===== src/rtl/branch_predict_btb_if.sv =====
// Lookup, update and statistics signals between the fetch/resolve stages and the BTB.
// The master drives PCs and resolved outcomes. The slave (the BTB) returns predictions and counters.
interface branch_predict_btb_if #(
  parameter int WORD_W = 32,
  parameter int STAT_W = 16
);
  logic [WORD_W-1:0] lkp_pc;
  logic              lkp_hit;
  logic              lkp_taken;
  logic [WORD_W-1:0] lkp_target;
  logic              upd_valid;
  logic [WORD_W-1:0] upd_pc;
  logic              upd_uncond;
  logic              upd_taken;
  logic [WORD_W-1:0] upd_target;
  logic              upd_pred_taken;
  logic [WORD_W-1:0] upd_pred_target;
  logic              mispredict;
  logic              flush_all;
  logic [STAT_W-1:0] stat_hits;
  logic [STAT_W-1:0] stat_mispred;

  modport master (
    output lkp_pc, upd_valid, upd_pc, upd_uncond, upd_taken, upd_target,
           upd_pred_taken, upd_pred_target, flush_all,
    input  lkp_hit, lkp_taken, lkp_target, mispredict, stat_hits, stat_mispred
  );

  modport slave (
    input  lkp_pc, upd_valid, upd_pc, upd_uncond, upd_taken, upd_target,
           upd_pred_taken, upd_pred_target, flush_all,
    output lkp_hit, lkp_taken, lkp_target, mispredict, stat_hits, stat_mispred
  );
endinterface


===== src/rtl/branch_predict_btb.sv =====
// Direct-mapped branch target buffer with saturating direction counters.
// It also keeps saturating hit and mispredict statistics for the MIPS fetch stage.
module branch_predict_btb #(
  parameter int WORD_W  = 32,
  parameter int ENTRIES = 16,
  parameter int CTR_W   = 2,
  parameter int STAT_W  = 16
) (
  input logic CLK,
  input logic nRST,
  branch_predict_btb_if.slave bus
);
  localparam int IDX_W = $clog2(ENTRIES);
  localparam int TAG_W = WORD_W - IDX_W - 2;
  localparam logic [CTR_W-1:0]  CTR_MAX  = '1;
  localparam logic [CTR_W-1:0]  CTR_ONE  = 1;
  localparam logic [CTR_W-1:0]  CTR_WEAK = CTR_ONE << (CTR_W - 1);
  localparam logic [STAT_W-1:0] STAT_MAX = '1;
  localparam logic [STAT_W-1:0] STAT_ONE = 1;

  logic [ENTRIES-1:0] valid;
  logic [TAG_W-1:0]   tags    [ENTRIES];
  logic [WORD_W-1:0]  targets [ENTRIES];
  logic [CTR_W-1:0]   ctrs    [ENTRIES];

  logic [IDX_W-1:0]  lkp_idx, upd_idx;
  logic [TAG_W-1:0]  lkp_tag, upd_tag;
  logic              lkp_hit_int, upd_hit;
  logic [STAT_W-1:0] stat_hits_q, stat_mispred_q;
  logic              unused_lsbs;

  assign lkp_idx     = bus.lkp_pc[IDX_W+1:2];
  assign lkp_tag     = bus.lkp_pc[WORD_W-1:IDX_W+2];
  assign upd_idx     = bus.upd_pc[IDX_W+1:2];
  assign upd_tag     = bus.upd_pc[WORD_W-1:IDX_W+2];
  assign unused_lsbs = ^{bus.lkp_pc[1:0], bus.upd_pc[1:0]};

  // Lookup reads stored state only, so a same-cycle update is never bypassed.
  always_comb begin
    lkp_hit_int    = valid[lkp_idx] && (tags[lkp_idx] == lkp_tag);
    upd_hit        = valid[upd_idx] && (tags[upd_idx] == upd_tag);
    bus.lkp_hit    = lkp_hit_int;
    bus.lkp_taken  = lkp_hit_int && ctrs[lkp_idx][CTR_W-1];
    bus.lkp_target = lkp_hit_int ? targets[lkp_idx] : '0;
    bus.mispredict = bus.upd_valid &&
                     ((bus.upd_taken != bus.upd_pred_taken) ||
                      (bus.upd_taken && (bus.upd_target != bus.upd_pred_target)));
  end

  always_ff @(posedge CLK or negedge nRST) begin
    if (!nRST) begin
      valid <= '0;
      for (int i = 0; i < ENTRIES; i++) begin
        tags[i]    <= '0;
        targets[i] <= '0;
        ctrs[i]    <= '0;
      end
    end else if (bus.flush_all) begin
      valid <= '0;
    end else if (bus.upd_valid) begin
      if (upd_hit) begin
        if (bus.upd_uncond) begin
          ctrs[upd_idx]    <= CTR_MAX;
          targets[upd_idx] <= bus.upd_target;
        end else if (bus.upd_taken) begin
          if (ctrs[upd_idx] != CTR_MAX)
            ctrs[upd_idx] <= ctrs[upd_idx] + CTR_ONE;
          targets[upd_idx] <= bus.upd_target;
        end else if (ctrs[upd_idx] != '0) begin
          ctrs[upd_idx] <= ctrs[upd_idx] - CTR_ONE;
        end
      end else if (bus.upd_taken) begin
        // Allocation evicts whatever aliasing entry lived at this index.
        valid[upd_idx]   <= 1'b1;
        tags[upd_idx]    <= upd_tag;
        targets[upd_idx] <= bus.upd_target;
        ctrs[upd_idx]    <= bus.upd_uncond ? CTR_MAX : CTR_WEAK;
      end
    end
  end

  always_ff @(posedge CLK or negedge nRST) begin
    if (!nRST) begin
      stat_hits_q    <= '0;
      stat_mispred_q <= '0;
    end else begin
      if (lkp_hit_int && (stat_hits_q != STAT_MAX))
        stat_hits_q <= stat_hits_q + STAT_ONE;
      if (bus.mispredict && (stat_mispred_q != STAT_MAX))
        stat_mispred_q <= stat_mispred_q + STAT_ONE;
    end
  end

  assign bus.stat_hits    = stat_hits_q;
  assign bus.stat_mispred = stat_mispred_q;
endmodule


===== src/flat_wrapper.sv =====
// flat-port wrapper written by rule: the top's interface ports become plain ports
module branch_predict_btb_flat 
#(
  parameter int WORD_W  = 32,
  parameter int ENTRIES = 16,
  parameter int CTR_W   = 2,
  parameter int STAT_W  = 16
)
  (CLK, nRST, bus_lkp_pc, bus_upd_valid, bus_upd_pc, bus_upd_uncond, bus_upd_taken, bus_upd_target, bus_upd_pred_taken, bus_upd_pred_target, bus_flush_all, bus_lkp_hit, bus_lkp_taken, bus_lkp_target, bus_mispredict, bus_stat_hits, bus_stat_mispred);
  branch_predict_btb_if #(.WORD_W(WORD_W), .STAT_W(STAT_W)) bus_i ();
  input logic CLK;
  input logic nRST;
  input wire logic [$bits(bus_i.lkp_pc)-1:0] bus_lkp_pc;
  input wire logic [$bits(bus_i.upd_valid)-1:0] bus_upd_valid;
  input wire logic [$bits(bus_i.upd_pc)-1:0] bus_upd_pc;
  input wire logic [$bits(bus_i.upd_uncond)-1:0] bus_upd_uncond;
  input wire logic [$bits(bus_i.upd_taken)-1:0] bus_upd_taken;
  input wire logic [$bits(bus_i.upd_target)-1:0] bus_upd_target;
  input wire logic [$bits(bus_i.upd_pred_taken)-1:0] bus_upd_pred_taken;
  input wire logic [$bits(bus_i.upd_pred_target)-1:0] bus_upd_pred_target;
  input wire logic [$bits(bus_i.flush_all)-1:0] bus_flush_all;
  output wire logic [$bits(bus_i.lkp_hit)-1:0] bus_lkp_hit;
  output wire logic [$bits(bus_i.lkp_taken)-1:0] bus_lkp_taken;
  output wire logic [$bits(bus_i.lkp_target)-1:0] bus_lkp_target;
  output wire logic [$bits(bus_i.mispredict)-1:0] bus_mispredict;
  output wire logic [$bits(bus_i.stat_hits)-1:0] bus_stat_hits;
  output wire logic [$bits(bus_i.stat_mispred)-1:0] bus_stat_mispred;
  assign bus_i.lkp_pc = bus_lkp_pc;
  assign bus_i.upd_valid = bus_upd_valid;
  assign bus_i.upd_pc = bus_upd_pc;
  assign bus_i.upd_uncond = bus_upd_uncond;
  assign bus_i.upd_taken = bus_upd_taken;
  assign bus_i.upd_target = bus_upd_target;
  assign bus_i.upd_pred_taken = bus_upd_pred_taken;
  assign bus_i.upd_pred_target = bus_upd_pred_target;
  assign bus_i.flush_all = bus_flush_all;
  assign bus_lkp_hit = bus_i.lkp_hit;
  assign bus_lkp_taken = bus_i.lkp_taken;
  assign bus_lkp_target = bus_i.lkp_target;
  assign bus_mispredict = bus_i.mispredict;
  assign bus_stat_hits = bus_i.stat_hits;
  assign bus_stat_mispred = bus_i.stat_mispred;
  branch_predict_btb #(.WORD_W(WORD_W), .ENTRIES(ENTRIES), .CTR_W(CTR_W), .STAT_W(STAT_W)) u_core (.CLK(CLK), .nRST(nRST), .bus(bus_i));
endmodule

===== config.mk =====
export PLATFORM = sky130hd
export DESIGN_NAME = branch_predict_btb_flat
export DESIGN_NICKNAME = d
export VERILOG_FILES = /design/src/rtl/branch_predict_btb_if.sv /design/src/rtl/branch_predict_btb.sv /design/src/flat_wrapper.sv
export SDC_FILE = /design/constraint.sdc
export NUM_CORES = 2
export LEC_CHECK = 0
export CORE_UTILIZATION = 60
export CTS_CLUSTER_SIZE = 28
export DETAILED_ROUTE_END_ITERATION = 16
export PLACE_DENSITY_LB_ADDON = 0.25
export SYNTH_ARGS = -nofsm -noshare
export SYNTH_HDL_FRONTEND = slang
export SYNTH_SLANG_ARGS = --single-unit

===== constraint.sdc =====
create_clock -name CLK -period 5.57 [get_ports CLK]
set_clock_uncertainty 0.05 [all_clocks]
set_input_delay 1.114 -clock CLK [delete_from_list [all_inputs] [get_ports CLK]]
set_output_delay 1.114 -clock CLK [all_outputs]
set_load 0.02 [all_outputs]

# Yosys cells after proc, flatten, opt, wreduce, memory -nomap -nowiden
# Cells that the tools add are included.
# Widths: inputs -> output; s select.
totals:
  regBits: 1008
  inputBits: 135
  output_inout_bits: 67
  elab_cells: 142
op_classes:
  addsub: 4
  order_cmp: 6
  n_eq_ne: 9
  mux: 47
  bitwise_logic: 6
  n_reduce_logical: 19
ops:
  columns: ["operator", "count"]
  rows:
  - ["$mux 512", 3]
  - ["$bwmux 512", 1]
  - ["$bwmux 416", 1]
  - ["$mux 32", 10]
  - ["$bmux 26 s4", 2]
  - ["$mux 26", 5]
  - ["$bmux 32 s4", 1]
  - ["$demux 32 s4", 1]
  - ["$demux 26 s4", 1]
  - ["$bwmux 32", 3]
  - ["$mux 16", 4]
  - ["$eq 26x26->1", 2]
  - ["$add 16x1->16 const B", 2]
  - ["$ne 16x16->1 const B", 2]
  - ["$ne 32x32->1", 1]
  - ["$or 32x32->32", 1]
  - ["$bmux 2 s4", 2]
  - ["$or 16x16->16", 1]
  - ["$ge 5x5->1 const B", 2]
  - ["$lt 4x5->1 const B", 2]
  - ["$mux 2", 5]
  - ["$not 4->5", 2]
  - ["$logic_and 1x1->1", 9]
  - ["$bmux 1 s4", 2]
  - ["other kinds (18)", 26]

# Longest topological paths before layout
logic_depth:
  depth_word: 10
  mapped_depth: 17
  mapped_depth_nobuf: 10

# Least setup slack after synthesis
# No wires, ideal clock.
synth_path:
  path_kind: "in2out"
  startpoint: "in bus_lkp_pc[2]"
  endpoint: "out bus_lkp_taken"
  arrival_time_ps: 4102
  required_ps: 4406
  path_slack_ps: 304
  cell_stages: 9
  path_buffers: 6
  cell_sequence: "clkbuf_1 buf_6 buf_2 buf_2 buf_1 buf_1 mux4_2 mux4_2 nor2b_1"
synth_between:
  elab_chain_len: 7
  elab_cells_between_ends: 12
  cone_classes: "eq/ne: 1; mux: 8; bitwise: 1; reduce/logical: 2"
synth_lines:
  columns: ["element", "line", "rtl"]
  rows:
  - ["from (decl)", "flat_wrapper.sv:13", "input wire logic [$bits(bus_i.lkp_pc)-1:0] bus_lkp_pc;"]
  - ["$not 4->5 (implied by the code)", "branch_predict_btb.sv:40, branch_predict_btb.sv:43", null]
  - ["$bmux 26 s4", "branch_predict_btb.sv:40", "lkp_hit_int = valid[lkp_idx] && (tags[lkp_idx] == lkp_tag);"]
  - ["$mux 26 (implied by the code) (2 in a row)", "branch_predict_btb.sv:40", null]
  - ["$eq 26x26->1", "branch_predict_btb.sv:40", null]
  - ["$logic_and 1x1->1", "branch_predict_btb.sv:40", null]
  - ["$logic_and 1x1->1 *", "branch_predict_btb.sv:43", "bus.lkp_taken = lkp_hit_int && ctrs[lkp_idx][CTR_W-1];"]
  - ["to (decl)", "flat_wrapper.sv:23", "output wire logic [$bits(bus_i.lkp_taken)-1:0] bus_lkp_taken;"]
# Mark *: on every way between the ends. The rest lies on a longest branch, timed or not. The select of a mux whose other input is x is not followed.

# Worst setup path after layout
layout_path:
  startpoint: "in bus_lkp_pc[2]"
  endpoint: "out bus_lkp_target[1]"
layout_between:
  elab_chain_len: 7
  elab_cells_between_ends: 12
  cone_classes: "eq/ne: 1; mux: 9; bitwise: 1; reduce/logical: 1"
layout_lines:
  columns: ["element", "line", "rtl"]
  rows:
  - ["$not 4->5 (implied by the code)", "branch_predict_btb.sv:40, branch_predict_btb.sv:44", null]
  - ["$bmux 26 s4", "branch_predict_btb.sv:40", null]
  - ["$mux 26 (implied by the code) (2 in a row)", "branch_predict_btb.sv:40", null]
  - ["$eq 26x26->1", "branch_predict_btb.sv:40", null]
  - ["$logic_and 1x1->1", "branch_predict_btb.sv:40", null]
  - ["$mux 32 *", "branch_predict_btb.sv:44", "bus.lkp_target = lkp_hit_int ? targets[lkp_idx] : '0;"]
  - ["to (decl)", "flat_wrapper.sv:24", "output wire logic [$bits(bus_i.lkp_target)-1:0] bus_lkp_target;"]
# Marked as above.

==> results.tsv <==
metric	value	unit
outcome	finished clean	
share of post-route cells with drive strength above 1	42.2	%
post-route antenna net violation count	0	
Remaining DRCs	0	
mapped cell area	0.0509	mm²
GRT busiest layer	met2	
DR pass1 iterations	5	
CTS Buf Count	104	
most common cell in the netlist	dfrtp_1	
Die W	293	µm
Yosys warnings	0	
EDFF count, synth	0	
Die Height	293	µm
worst path required time	4.41	ns
WL/cell	29.4	µm
Final Setup Violations	0	
DR iter-0 viols	2499	
Syn Area/Cell	15.5	µm²
synth top area cells	dfrtp_1 50%, mux4_2 17%, mux2_2 14%	
fin crit share	100	%
hold buffers post-CTS	0	
syn nets	3412	
Synth Register Bits	1008	
Post-Route WL	138000	µm
Synth Flop Type	dfrtp_1	
PwrDens	326	mW/mm²
vias in the first global route	33769	
Layout Cells excl Fill	4706	
Setup crit start kind	primary input	
ys async rst share	100	%
LEAKAGE	27.1	nW
Crit path largest cell delay	0.56	ns
Routability Congestion	0.903	
post-layout minimum cycle time	5.57	ns
Tightest Hold Check Type	reg2reg	
Arrival @ worst endpoint	4.40	ns
HPWL Detailed	87300	µm
area delta synth->final	15.6	%
nature of the critical path endpoint	output port	
CTS tree	done	
Slew @ Worst Pin	1.33	ns
sinks on the clock net	1008	
Buf+Inv Stages, Crit Path	6	
core area	0.0838	mm²
cell family with most CP delay	buffers and inverters	
antenna violations before repair	6	
first-pass GRT wire length	213000	µm
post-synth top area cell	dfrtp_1	
cell count after synthesis	3273	
Slew Limit Fails	0	
worst-path maximum fanout	14	
H-tree depth	3	
clock root buffer	clkbuf_16	
Critical Path Slowest Stage Cell	mux4_2	
setup tns final	0	ns
routed vias/inst	6.66	
Power Total	19.2	mW
die area	0.0859	mm²
Crit Path Class	in2out	
hold violation count in the final report	0	
I/O pins	202	
Slew headroom	10.9	%
grt met3 use	5.61	%
met2 global-route usage	54.6	%
Max VDD drop	0.277	mV
Yosys cell types	63	
total gr overflow	0	
Row Count	106	
fmax	0.180	GHz
Post-synth top cells	1008 x dfrtp_1, 643 x mux2_2, 385 x mux4_2	
largest net degree at the start of global routing	145	
CP Cell Sequence	buf_8, buf_12, mux4_2, mux4_2, xnor2_2, nand4_1, nor3_2, buf_4, nand4_4, buf_4, buf_12, nor2b_1, clkdlybuf4s15_2	
Seq/Total Area, Yosys	49.6	%
Inst Count DP	4511	
input/output buffers	197	
Reg clk slew, reported paths	0.06	ns
Layout Utilization	70.1	%
setup ws final	0.00266	ns
grt met1 use	43.5	%
initial core utilization	60.7	%
total global-route track usage	33.2	%
Yosys top cell area share	49.6	%
worst slack at placement	-0.284	ns
maxcap violations	0	
worst-skew pair later-pin latency	0.67	ns
nets@finish	3630	
Max Buffers Root-to-Sink	3	
Vias	31325	
[routing by layer]
| metal | vias up | wire, µm |
|---|---|---|
| li1 | 12745 | - |
| met1 | 16900 | 53300 |
| met2 | 1305 | 69200 |
| met3 | 367 | 9060 |
| met4 | 8 | 6840 |
| met5 | - | 41 |
[timing repair]
action,in CTS,in global routing
pin swaps,1,2
setup endpoints to repair,34,30
buffers inserted,1,7
gates resized for setup,67,9
[cell families (layout without fill, tap and decap cells)]
family / after synthesis / in the layout / share of synthesized area (%)
adder cells (fa/ha/maj): 4 / 4 / 0.0984
multiplexers: 1449 / 1449 / 40.4
AO/OA/AOI/OAI: 108 / 108 / 1.59
XOR/XNOR: 119 / 119 / 2.05
AND/OR/NAND/NOR: 241 / 241 / 2.84
flip-flops: 1008 / 1008 / 49.6
other: 0 / 1 / 0
buffers and inverters: 344 / 642 / 3.45
[placed cells by master, fill, tap and decap left out, types with 19 or more instances in the layout]
cell type | netlist | final
mux2i_1 | 92 | 92
clkbuf_16 | 0 | 107
nor2b_1 | 42 | 42
clkbuf_8 | 0 | 25
mux4_2 | 385 | 385
mux2_2 | 643 | 643
buf_4 | 19 | 178
dfrtp_1 | 1008 | 1008
nand3_1 | 27 | 26
nand2_1 | 39 | 35
nand4_1 | 19 | 19
buf_12 | 0 | 65
clkdlybuf4s50_1 | 0 | 155
nor2_1 | 30 | 30
xnor2_1 | 63 | 59
clkbuf_1 | 152 | 20
a22oi_1 | 20 | 20
mux2_1 | 329 | 329
xor2_1 | 56 | 56
[worst reg2reg max path: cells and delay by family (launching register included)]
kind / cells / cell delay, ns
xor+xnor: 1 / 0.17
simple gates: 3 / 0.42
flops: 1 / 0.40
mux: 3 / 1.09
compound gates: 3 / 0.92
buf+inv: 4 / 0.95
[per-stage QoR]
stage,hold slack (ns),area [µm²]
5_1_grt,0.452,58800
6_report,0.433,58800
2_1_floorplan,0.403,50900
3_5_place_dp,0.425,55200
3_3_place_gp,0.413,55200
4_1_cts,0.439,58800
[flip-flops by register name (all words and copies together), names as in the netlist]
name / count
u_core.bus.stat_hits: 16
u_core.tags: 416
u_core.bus.stat_mispred: 16
u_core.valid: 16
u_core.targets: 512
u_core.ctrs: 32
[worst paths after layout]
kind	slack (ns)	from	depth (start not counted)	to
max	0.003	bus_lkp_pc[2]	13	bus_lkp_target[1]
min	0.43	u_core.targets[60]	1	u_core.targets[60]
max reg2reg	1.45	u_core.tags[118]	14	u_core.targets[243]
min reg2reg	0.43	u_core.targets[60]	1	u_core.targets[60]
max in group asynchronous	3.63	nRST	2	u_core.bus.stat_mispred[11]
min in group asynchronous	0.53	nRST	1	u_core.targets[151]
[where the power goes]
group / internal (mW) / switching, mW / total, mW
combinational: 1.78 / 1.31 / 3.09
sequential: 8.28 / 0.644 / 8.93
clock: 4.22 / 2.95 / 7.17
[area by class of cell]
type / count / area, µm²
antenna: 1 / 2.50
clock buffer: 152 / 3100
clock inverter: 34 / 435
fill: 5427 / 25000
inverter: 18 / 67.6
multi-input combinational: 1921 / 24000
sequential: 1008 / 25200
tap: 1134 / 1420
timing repair buffer: 438 / 4580
Note: power is estimated with default switching activity, not from simulation.
